**config.mk**
```make
export PLATFORM = sky130hd
export DESIGN_NAME = booth_mult_flat
export DESIGN_NICKNAME = d
export VERILOG_FILES = /design/src/rtl/mult_pkg.sv /design/src/rtl/booth_mult_if.sv /design/src/rtl/booth_mult_step.sv /design/src/rtl/booth_mult.sv /design/src/flat_wrapper.sv
export SDC_FILE = /design/constraint.sdc
export NUM_CORES = 1
export LEC_CHECK = 0
export BUFFER_PORTS_ARGS = -buffer_cell sky130_fd_sc_hd__buf_2
export CAP_MARGIN = 15
export CORE_UTILIZATION = 45
export CTS_BUF_LIST = sky130_fd_sc_hd__clkbuf_8
export DETAILED_ROUTE_END_ITERATION = 10
export PLACE_DENSITY = 0.64
export SLEW_MARGIN = 20
export SYNTH_ARGS = -nofsm -noshare
export SYNTH_HDL_FRONTEND = slang
export SYNTH_SLANG_ARGS = --single-unit
```
**constraint.sdc**
```tcl
create_clock -name clk -period 5.2 [get_ports clk]
set_input_delay 0.52 -clock clk [delete_from_list [all_inputs] [get_ports clk]]
set_output_delay 0.52 -clock clk [all_outputs]
set_load 0.01 [all_outputs]
```
**src/rtl/mult_pkg.sv**
```systemverilog
`default_nettype none
// ============================================================================
//  Module      : mult_pkg
//  Description : Shared definitions for the booth_mult sequential multiplier:
//                FSM state width and state enumeration.
//  Revision    : 1.0 - initial release
// ============================================================================
package mult_pkg;

  // Width of the encoded controller state.
  localparam int STATE_W = 2;

  // IDLE : waiting for mult_start
  // RUN  : Booth steps in progress, followed by one result-write cycle
  // DONE : result just written; mult_end high for this single cycle
  typedef enum logic [STATE_W-1:0] {
    IDLE = 2'd0,
    RUN  = 2'd1,
    DONE = 2'd2
  } state_t;

endpackage : mult_pkg
`default_nettype wire

```
**src/rtl/booth_mult_if.sv**
```systemverilog
`default_nettype none
// ============================================================================
//  Module      : booth_mult_if
//  Description : Request/result bundle of the booth_mult multiplier.
//                master : requester (drives start/operands, reads results)
//                slave  : multiplier (reads start/operands, drives results)
//  Signals     : mult_start - request to begin an operation
//                signed_op  - 1 = two's complement operands, 0 = unsigned
//                acc_op     - accumulate into {hi,lo} (BOOTH_MULT_ACC_EN only)
//                A, B       - multiplicand / multiplier
//                busy       - operation in progress
//                mult_end   - one-cycle completion pulse
//                hi, lo     - upper / lower halves of the 2*WIDTH result
//  Options     : BOOTH_MULT_ACC_EN adds the acc_op signal.
//  Revision    : 1.0 - initial release
// ============================================================================
interface booth_mult_if #(
  parameter int WIDTH = 32
);

  logic             mult_start;
  logic             signed_op;
`ifdef BOOTH_MULT_ACC_EN
  logic             acc_op;
`endif
  logic [WIDTH-1:0] A;
  logic [WIDTH-1:0] B;
  logic             busy;
  logic             mult_end;
  logic [WIDTH-1:0] hi;
  logic [WIDTH-1:0] lo;

  modport master (
`ifdef BOOTH_MULT_ACC_EN
    output acc_op,
`endif
    output mult_start,
    output signed_op,
    output A,
    output B,
    input  busy,
    input  mult_end,
    input  hi,
    input  lo
  );

  modport slave (
`ifdef BOOTH_MULT_ACC_EN
    input  acc_op,
`endif
    input  mult_start,
    input  signed_op,
    input  A,
    input  B,
    output busy,
    output mult_end,
    output hi,
    output lo
  );

endinterface : booth_mult_if
`default_nettype wire

```
**src/rtl/booth_mult_step.sv**
```systemverilog
`default_nettype none
// ============================================================================
//  Module      : booth_step
//  Description : One combinational radix-2 Booth step. The current multiplier
//                bit and the previously examined bit select add, subtract or
//                pass-through of the (already shifted) multiplicand.
//  Ports       : pair      - {current multiplier bit, previous bit}
//                acc_in    - partial product before this step
//                mcand     - multiplicand aligned to this step's weight
//                acc_out   - partial product after this step
//  Revision    : 1.0 - initial release
// ============================================================================
module booth_step #(
  parameter int PW = 66
) (
  input  logic [1:0]    pair,
  input  logic [PW-1:0] acc_in,
  input  logic [PW-1:0] mcand,
  output logic [PW-1:0] acc_out
);

  always_comb begin
    acc_out = acc_in;
    case (pair)
      2'b01:   acc_out = acc_in + mcand;  // end of a run of ones
      2'b10:   acc_out = acc_in - mcand;  // start of a run of ones
      default: acc_out = acc_in;          // 00 / 11: inside a run, no action
    endcase
  end

endmodule : booth_step
`default_nettype wire

```
**src/rtl/booth_mult.sv**
```systemverilog
`default_nettype none
// ============================================================================
//  Module      : booth_mult
//  Description : Sequential radix-2 Booth multiplier, one step per clock.
//                WIDTH+1 multiplier bits are processed (B zero- or sign-
//                extended by one bit) so signed and unsigned operands share
//                the same datapath. A is extended to 2*WIDTH+2 bits, which
//                keeps every partial sum exact, including most-negative^2.
//  Ports       : clk  - clock, rising edge
//                rst  - asynchronous active-low reset
//                bus  - booth_mult_if.slave (start/operands in, results out)
//  Options     : BOOTH_MULT_ACC_EN - enables acc_op: {hi,lo} += product.
//  Revision    : 1.0 - initial release
// ============================================================================
module booth_mult
  import mult_pkg::*;
#(
  parameter int WIDTH = 32
) (
  input  logic        clk,
  input  logic        rst,
  booth_mult_if.slave bus
);

  localparam int                PW       = 2*WIDTH + 2;
  localparam int                CNT_W    = $clog2(WIDTH + 2);
  // Counter value once all WIDTH+1 Booth steps have been applied; the RUN
  // cycle spent at this value writes the result, so the final (optional
  // accumulate) adder is not chained behind the Booth-step adder.
  localparam logic [CNT_W-1:0]  LAST_CNT = CNT_W'(WIDTH + 1);

  state_t             r_state;
  state_t             w_state_nxt;
  logic               w_accept;

  logic [CNT_W-1:0]   r_cnt;
  logic [PW-1:0]      r_acc;
  logic [PW-1:0]      r_mcand;
  logic [WIDTH:0]     r_mplier;
  logic               r_prev;
  logic [PW-1:0]      w_acc_step;

  logic [WIDTH-1:0]   r_hi;
  logic [WIDTH-1:0]   r_lo;
  logic               r_busy;
  logic               r_end;
  logic [2*WIDTH-1:0] w_prod;
  logic [2*WIDTH-1:0] w_result;

`ifdef BOOTH_MULT_ACC_EN
  logic               r_acc_op;
`endif

  // --------------------------------------------------------------------------
  // Controller
  // --------------------------------------------------------------------------
  always_ff @(posedge clk or negedge rst) begin
    if (!rst) begin
      r_state <= IDLE;
    end else begin
      r_state <= w_state_nxt;
    end
  end

  always_comb begin
    w_state_nxt = r_state;
    w_accept    = 1'b0;
    case (r_state)
      IDLE: begin
        if (bus.mult_start) begin
          w_accept    = 1'b1;
          w_state_nxt = RUN;
        end
      end
      RUN: begin
        // mult_start is deliberately not looked at here.
        if (r_cnt == LAST_CNT) begin
          w_state_nxt = DONE;
        end
      end
      DONE: begin
        if (bus.mult_start) begin
          w_accept    = 1'b1;
          w_state_nxt = RUN;
        end else begin
          w_state_nxt = IDLE;
        end
      end
      default: begin
        w_state_nxt = IDLE;
      end
    endcase
  end

  // --------------------------------------------------------------------------
  // Booth datapath
  // --------------------------------------------------------------------------
  booth_step #(
    .PW (PW)
  ) u_step (
    .pair    ({r_mplier[0], r_prev}),
    .acc_in  (r_acc),
    .mcand   (r_mcand),
    .acc_out (w_acc_step)
  );

  assign w_prod = r_acc[2*WIDTH-1:0];

`ifdef BOOTH_MULT_ACC_EN
  // {hi,lo} cannot change during RUN, so its current value is the value
  // held at the accepting edge.
  assign w_result = r_acc_op ? ({r_hi, r_lo} + w_prod) : w_prod;
`else
  assign w_result = w_prod;
`endif

  always_ff @(posedge clk or negedge rst) begin
    if (!rst) begin
      r_cnt    <= '0;
      r_acc    <= '0;
      r_mcand  <= '0;
      r_mplier <= '0;
      r_prev   <= 1'b0;
      r_hi     <= '0;
      r_lo     <= '0;
`ifdef BOOTH_MULT_ACC_EN
      r_acc_op <= 1'b0;
`endif
    end else if (w_accept) begin
      r_cnt    <= '0;
      r_acc    <= '0;
      r_mcand  <= {{(PW-WIDTH){bus.signed_op & bus.A[WIDTH-1]}}, bus.A};
      r_mplier <= {bus.signed_op & bus.B[WIDTH-1], bus.B};
      r_prev   <= 1'b0;
`ifdef BOOTH_MULT_ACC_EN
      r_acc_op <= bus.acc_op;
`endif
    end else if (r_state == RUN) begin
      if (r_cnt == LAST_CNT) begin
        {r_hi, r_lo} <= w_result;
      end else begin
        r_acc    <= w_acc_step;
        r_mcand  <= r_mcand << 1;
        r_mplier <= r_mplier >> 1;
        r_prev   <= r_mplier[0];
        r_cnt    <= r_cnt + 1'b1;
      end
    end
  end

  // Registered status flags, decoded from the next state.
  always_ff @(posedge clk or negedge rst) begin
    if (!rst) begin
      r_busy <= 1'b0;
      r_end  <= 1'b0;
    end else begin
      r_busy <= (w_state_nxt == RUN);
      r_end  <= (w_state_nxt == DONE);
    end
  end

  // Guard bits above the 2*WIDTH product only absorb intermediate growth.
  logic unused_acc_guard;
  assign unused_acc_guard = ^r_acc[PW-1:2*WIDTH];

  assign bus.busy     = r_busy;
  assign bus.mult_end = r_end;
  assign bus.hi       = r_hi;
  assign bus.lo       = r_lo;

endmodule : booth_mult
`default_nettype wire

```
**src/flat_wrapper.sv**
```systemverilog
// flat-port wrapper written by rule: the top's interface ports become plain ports
module booth_mult_flat import mult_pkg::*;
#(
  parameter int WIDTH = 32
)
  (clk, rst, bus_mult_start, bus_signed_op, bus_A, bus_B, bus_busy, bus_mult_end, bus_hi, bus_lo);
  booth_mult_if #(.WIDTH(WIDTH)) bus_i ();
  input  logic clk;
  input  logic rst;
  input wire logic [$bits(bus_i.mult_start)-1:0] bus_mult_start;
  input wire logic [$bits(bus_i.signed_op)-1:0] bus_signed_op;
  input wire logic [$bits(bus_i.A)-1:0] bus_A;
  input wire logic [$bits(bus_i.B)-1:0] bus_B;
  output wire logic [$bits(bus_i.busy)-1:0] bus_busy;
  output wire logic [$bits(bus_i.mult_end)-1:0] bus_mult_end;
  output wire logic [$bits(bus_i.hi)-1:0] bus_hi;
  output wire logic [$bits(bus_i.lo)-1:0] bus_lo;
  assign bus_i.mult_start = bus_mult_start;
  assign bus_i.signed_op = bus_signed_op;
  assign bus_i.A = bus_A;
  assign bus_i.B = bus_B;
  assign bus_busy = bus_i.busy;
  assign bus_mult_end = bus_i.mult_end;
  assign bus_hi = bus_i.hi;
  assign bus_lo = bus_i.lo;
  booth_mult #(.WIDTH(WIDTH)) u_core (.clk(clk), .rst(rst), .bus(bus_i));
endmodule
```
* Word-level counts from Yosys, hierarchy flattened *
Index checks and enable logic that the tools add are counted.

storage, ports and cells
  register bits = 240
  bits of input ports = 68
  output and inout bits = 66
  word-level logic and storage cells = 53

cells by class
  $add $sub $neg = 3
  equality and inequality tests = 8
  muxes and demuxes = 22
  bitwise logic cells = 3
  reduce and logical (&&, ||, !) cells = 7

operator list
  operator               number
  $mux W66               6
  $pmux W66 S2           1
  $mux W33               3
  $add A66 B66 Y66       1
  $sub A66 B66 Y66       1
  $mux W6                3
  $add A6 B1 Y6 const B  1
  $eq A2 B1 Y1 const B   3
  $eq A2 B2 Y1 const B   3
  $eq A6 B6 Y1 const B   1
  $mux W1                6
  $pmux W2 S3            1
  $reduce_and A3 Y1      2
  $mux W2                2
  $reduce_bool A3 Y1     1
  $and A1 B1 Y1          2
  $logic_not A2 Y1       1
  $ne A2 B1 Y1 const B   1
  $reduce_and A2 Y1      1
  $reduce_bool A2 Y1     1
  $reduce_or A2 Y1       1
  $not A1 Y1             1

* Longest topological paths before layout *
  word-level depth = 5
  mapped depth = 21
  gate-level depth less buffers = 20

* Hierarchy *
A second synthesis with hierarchy kept.

second synthesis, totals
  cell total of the unflattened synthesis = 2024
  area, all modules = 17038.8 um^2

modules (own cells, without submodules)
  module      instances  cells each  area an instance (um^2)  seq. area each (um^2)
  booth_mult  1          1012        10686.5                  6005.8
  booth_step  1          1012        6352.3                   0.0

* Worst setup path before layout *
OpenSTA, ideal clock, no wires.

  path type = flip-flop to flip-flop
  start = register u_core.r_mcand[23]
  end = register u_core.r_acc[56]
  setup time = 135 ps
  arrival = 4481 ps
  data required time = 5065 ps
  setup slack = 584 ps
  stages on the path, launching flop included = 18
  buffers on the path = 1
  period minus slack after synthesis = 4616 ps
  cell sequence = dfrtp_1 or4_4 or3_4 or3_4 or4_1 o31ai_2 xor2_1 ha_1 clkbuf_1 nand4_1 a2111oi_0 o31ai_1 nand2_1 and3_1 a21o_1 nand2_1 a221oi_1 o31ai_1

on the way
  longest elaborated chain between the ends = 5
  elaborated cells between the ends (all ways) = 6
  classes of those cells = 2 x add/sub; 4 x mux

RTL lines
  element                                                      line                                          text
  start: declaration                                           booth_mult.sv:38                              logic [PW-1:0] r_mcand;
  start signal: assignment                                     booth_mult.sv:132                             r_mcand <= {{(PW-WIDTH){bus.signed_op & bus.A[WIDTH-1]}}, bus.A};
  start signal: assignment                                     booth_mult.sv:143                             r_mcand <= r_mcand << 1;
  $sub A66 B66 Y66 / $add A66 B66 Y66 (equally long branches)  booth_mult_step.sv:26, booth_mult_step.sv:25
  $pmux W66 S2 *                                               booth_mult_step.sv:24                         case (pair)
  $mux W66 *                                                   booth_mult.sv:139                             if (r_cnt == LAST_CNT) begin
  $mux W66 *                                                   booth_mult.sv:138                             end else if (r_state == RUN) begin
  $mux W66 *                                                   booth_mult.sv:129                             end else if (w_accept) begin
  end signal: assignment                                       booth_mult.sv:142                             r_acc <= w_acc_step;
  end: declaration                                             booth_mult.sv:37                              logic [PW-1:0] r_acc;

Mark *: on every way between the ends. The rest lies on a longest branch, timed or not. The select of a mux whose other input is x is not followed.
A chain may end at the register's enable or synchronous reset.

* Worst setup path after layout *
  start = register u_core.r_mcand[22]
  end = register u_core.r_acc[63]

The elaborated chain is that of the path after synthesis.

==> reports/metrics.yaml <==
status: "completed"
cts-root-buf: "clkbuf_8"
r2r_slack_ns: 0.25
dp.cells: 2198
place_ws_ns: 0.09004
clock.fmax_ghz: 0.2022
tritoncts: "yes"
holdWs_ns: 0.04220
rows: 65
drive_gt1_share_pct: 17.70
cts_sinks: 236
yosysWarnings: 0
skew_ns: 0.04624
die_y_um: 182.7
start_util_pct: 46.18
crit_type: "reg -> reg"
min_period_ns: 4.945
grt_pass1_wl_mm: 64.35
hold_viol: 0
worstHoldPathType: "in -> async"
place.gp.congestion: 0.9248
routed_wl_mm: 39.12
cts_hold_buf: 0
dp_hpwl_mm: 27.62
core_um2: 31800
stdcell_count: 2277
syn-num-nets: 1852
cts_buffers: 43
cp-start-kind: "flip-flop"
critPathArrivalTime_ns: 5.34
drcViolationCount: 0
io_pins: 134
die_w_um: 182.7
slew_viol_final: 0
setup_slack_ns: 0.2546
use_met3_pct: 4.311
ys_seq_area_share_pct: 40.21
n_fill_cell: 3024
fin_nets: 1948
multi_input_area_um2: 8315
period_share_pct: 95.10
antenna_found_initial: 2
synth_area_leaders: "dfrtp_1 (40%), nand2_1 (5.9%), ha_1 (5.7%), xnor2_1 (5.2%), mux2_2 (5.0%)"
drt-pass1-iter-count: 5
post_drt_via_cell_ratio: 5.621
worst_slew_pin_slew_ns: 1.044
seq_area_um2: 5906
gr-usage-all-layers_pct: 23.76
required_ns: 5.59
vias: 12800
yosysTopAreaCellShare_pct: 40.21
n_antenna_cell: 0
cts_max_path_buffers: 3
drtIter0Drc: 935
met1_usage_pct: 34.25
synth_commonest_cells: "dfrtp_1 (236), nand2_1 (229), nor2_1 (191)"
cts_max_level: 2
synth_area_leader_cell: "dfrtp_1"
synth_flop_cell: "dfrtp_1"
ant_nets: 0
cap_violations: 0
synthArstFlopShare_pct: 100.0
crit_fanout: 10
syn-cell-area_um2: 14690
grt_pass1_vias: 12360
clk_latency_ns: 0.58
grt_overflow_total: 0
worstSetupEndpointType: "flip-flop"
grt_max_degree: 122
grt_busiest_layer: "met2"
syn_inst: 1716
syn_avg_cell_area_um2: 8.558
post_drt_wl_per_cell_um: 17.18
yosysUniqueCellTypes: 71
area_growth_pct: 13.21
grtUsageMet2_pct: 35.83
die-area_um2: 33360
setup_viol: 0
max_slew_margin_pct: 30.42
synth-edff-count: 0
yosys.cell_count.top_type: "dfrtp_1"
portBuffers: 133
clk_pin_slew_ns: 0.06
synth_seq_cells: 236
==> cells in the final DEF, fill, tap and decap left out, types with 6 or more instances in the layout <==
cell       count
nand3_1       57
xnor2_1       87
buf_2        132
nand2b_1       8
o21bai_1      14
clkbuf_8      49
dfrtp_1      236
or3_1         13
a21oi_1      143
clkinv_2       7
o211ai_1       6
nand4_1       28
inv_1         51
buf_4         28
nand2_1      228
mux2_2        65
o21ai_0      125
a31oi_1       80
o31ai_1       12
nor3_1        25
and3_1        12
o2111ai_1      7
xor2_1        31
nor2_1       191
ha_1          63
a21o_1        22
o21a_1        13
==> final timing paths <==
check | startpoint | cells after the start | endpoint
worst min register to register | u_core.r_state[1] | 1 | u_core.bus.mult_end
worst max-delay path | u_core.r_mcand[22] | 18 | u_core.r_acc[63]
max in group asynchronous | rst | 2 | u_core.r_acc[33]
worst max register to register | u_core.r_mcand[22] | 18 | u_core.r_acc[63]
worst min-delay path | rst | 1 | u_core.r_mplier[23]
min in group clk | bus_A[0] | 3 | u_core.r_mcand[0]
==> logic make-up (layout without fill, tap and decap cells) <==
group                      after synthesis  in the layout  share of synthesized area (%)
adders and majority gates               68             68                          5.845
buffers and inverters                  147            273                          3.766
xor gates and xnor gates               119            119                          7.148
AOI/OAI and AO/OA                      462            462                          18.76
DFF                                    236            236                          40.21
and+or+nand+nor                        614            614                          18.94
muxes                                   70             70                          5.325
==> per-layer routing <==
layer  part of all wire [%]  up-vias
li1                       -     6280
met1                     48     6098
met2                     44      340
met3                    5.6       79
met4                    2.7        2
met5                  0.026        -
==> critical path, cell delays in order (launching register included) <==
cell	delay (ns)
dfrtp_1	0.44
or4_4	0.55
or3_4	0.35
or3_4	0.44
nor4_4	0.27
nand2_2	0.13
nor3_4	0.22
buf_12	0.15
a31oi_1	0.09
xnor2_1	0.20
ha_1	0.37
a21o_1	0.23
a21o_1	0.19
a21oi_2	0.21
o21ai_0	0.13
a221o_1	0.35
a21o_1	0.18
a21oi_1	0.15
o211ai_1	0.10
==> what timing repair did <==
| item | in CTS | in global routing |
|---|---|---|
| buffers inserted | 0 | 4 |
| endpoints found under the hold margin | 0 | 0 |
| gates resized for setup | 0 | 15 |
| setup endpoints to repair | 0 | 20 |
==> state kept, by name (all words and copies together) (netlist names) <==
signal	cells
u_core.r_acc	64
u_core.r_mcand	64
u_core.r_mplier	33
u_core.bus.hi	32
u_core.bus.lo	32
u_core.r_cnt	6
u_core.r_state	2
u_core.bus.busy	1
u_core.bus.mult_end	1
u_core.r_prev	1
==> per-stage QoR <==
| step | cell area (µm²) | setup TNS (ns) | util, % |
|---|---|---|---|
| floorplan | 14690 | 0 | - |
| global placement | 15720 | 0 | 49.42 |
| detailed placement | 15720 | 0 | 49.42 |
| CTS | 16520 | 0 | 51.94 |
| global route | 16620 | -0.04726 | 52.28 |
| finish | 16620 | 0 | 52.28 |
==> cell type report <==
cell class | count | area share (%)
Timing Repair Buffer | 163 | 5.569
Clock inverter | 26 | 0.7677
Multi-Input combinational cell | 1333 | 50.02
Clock buffer | 49 | 4.057
Inverter | 35 | 0.7902
Tap cell | 435 | 3.274
Sequential cell | 236 | 35.52
Power is not shown: default switching activity piles up to over one toggle a cycle in this logic, so the estimate is an artifact.
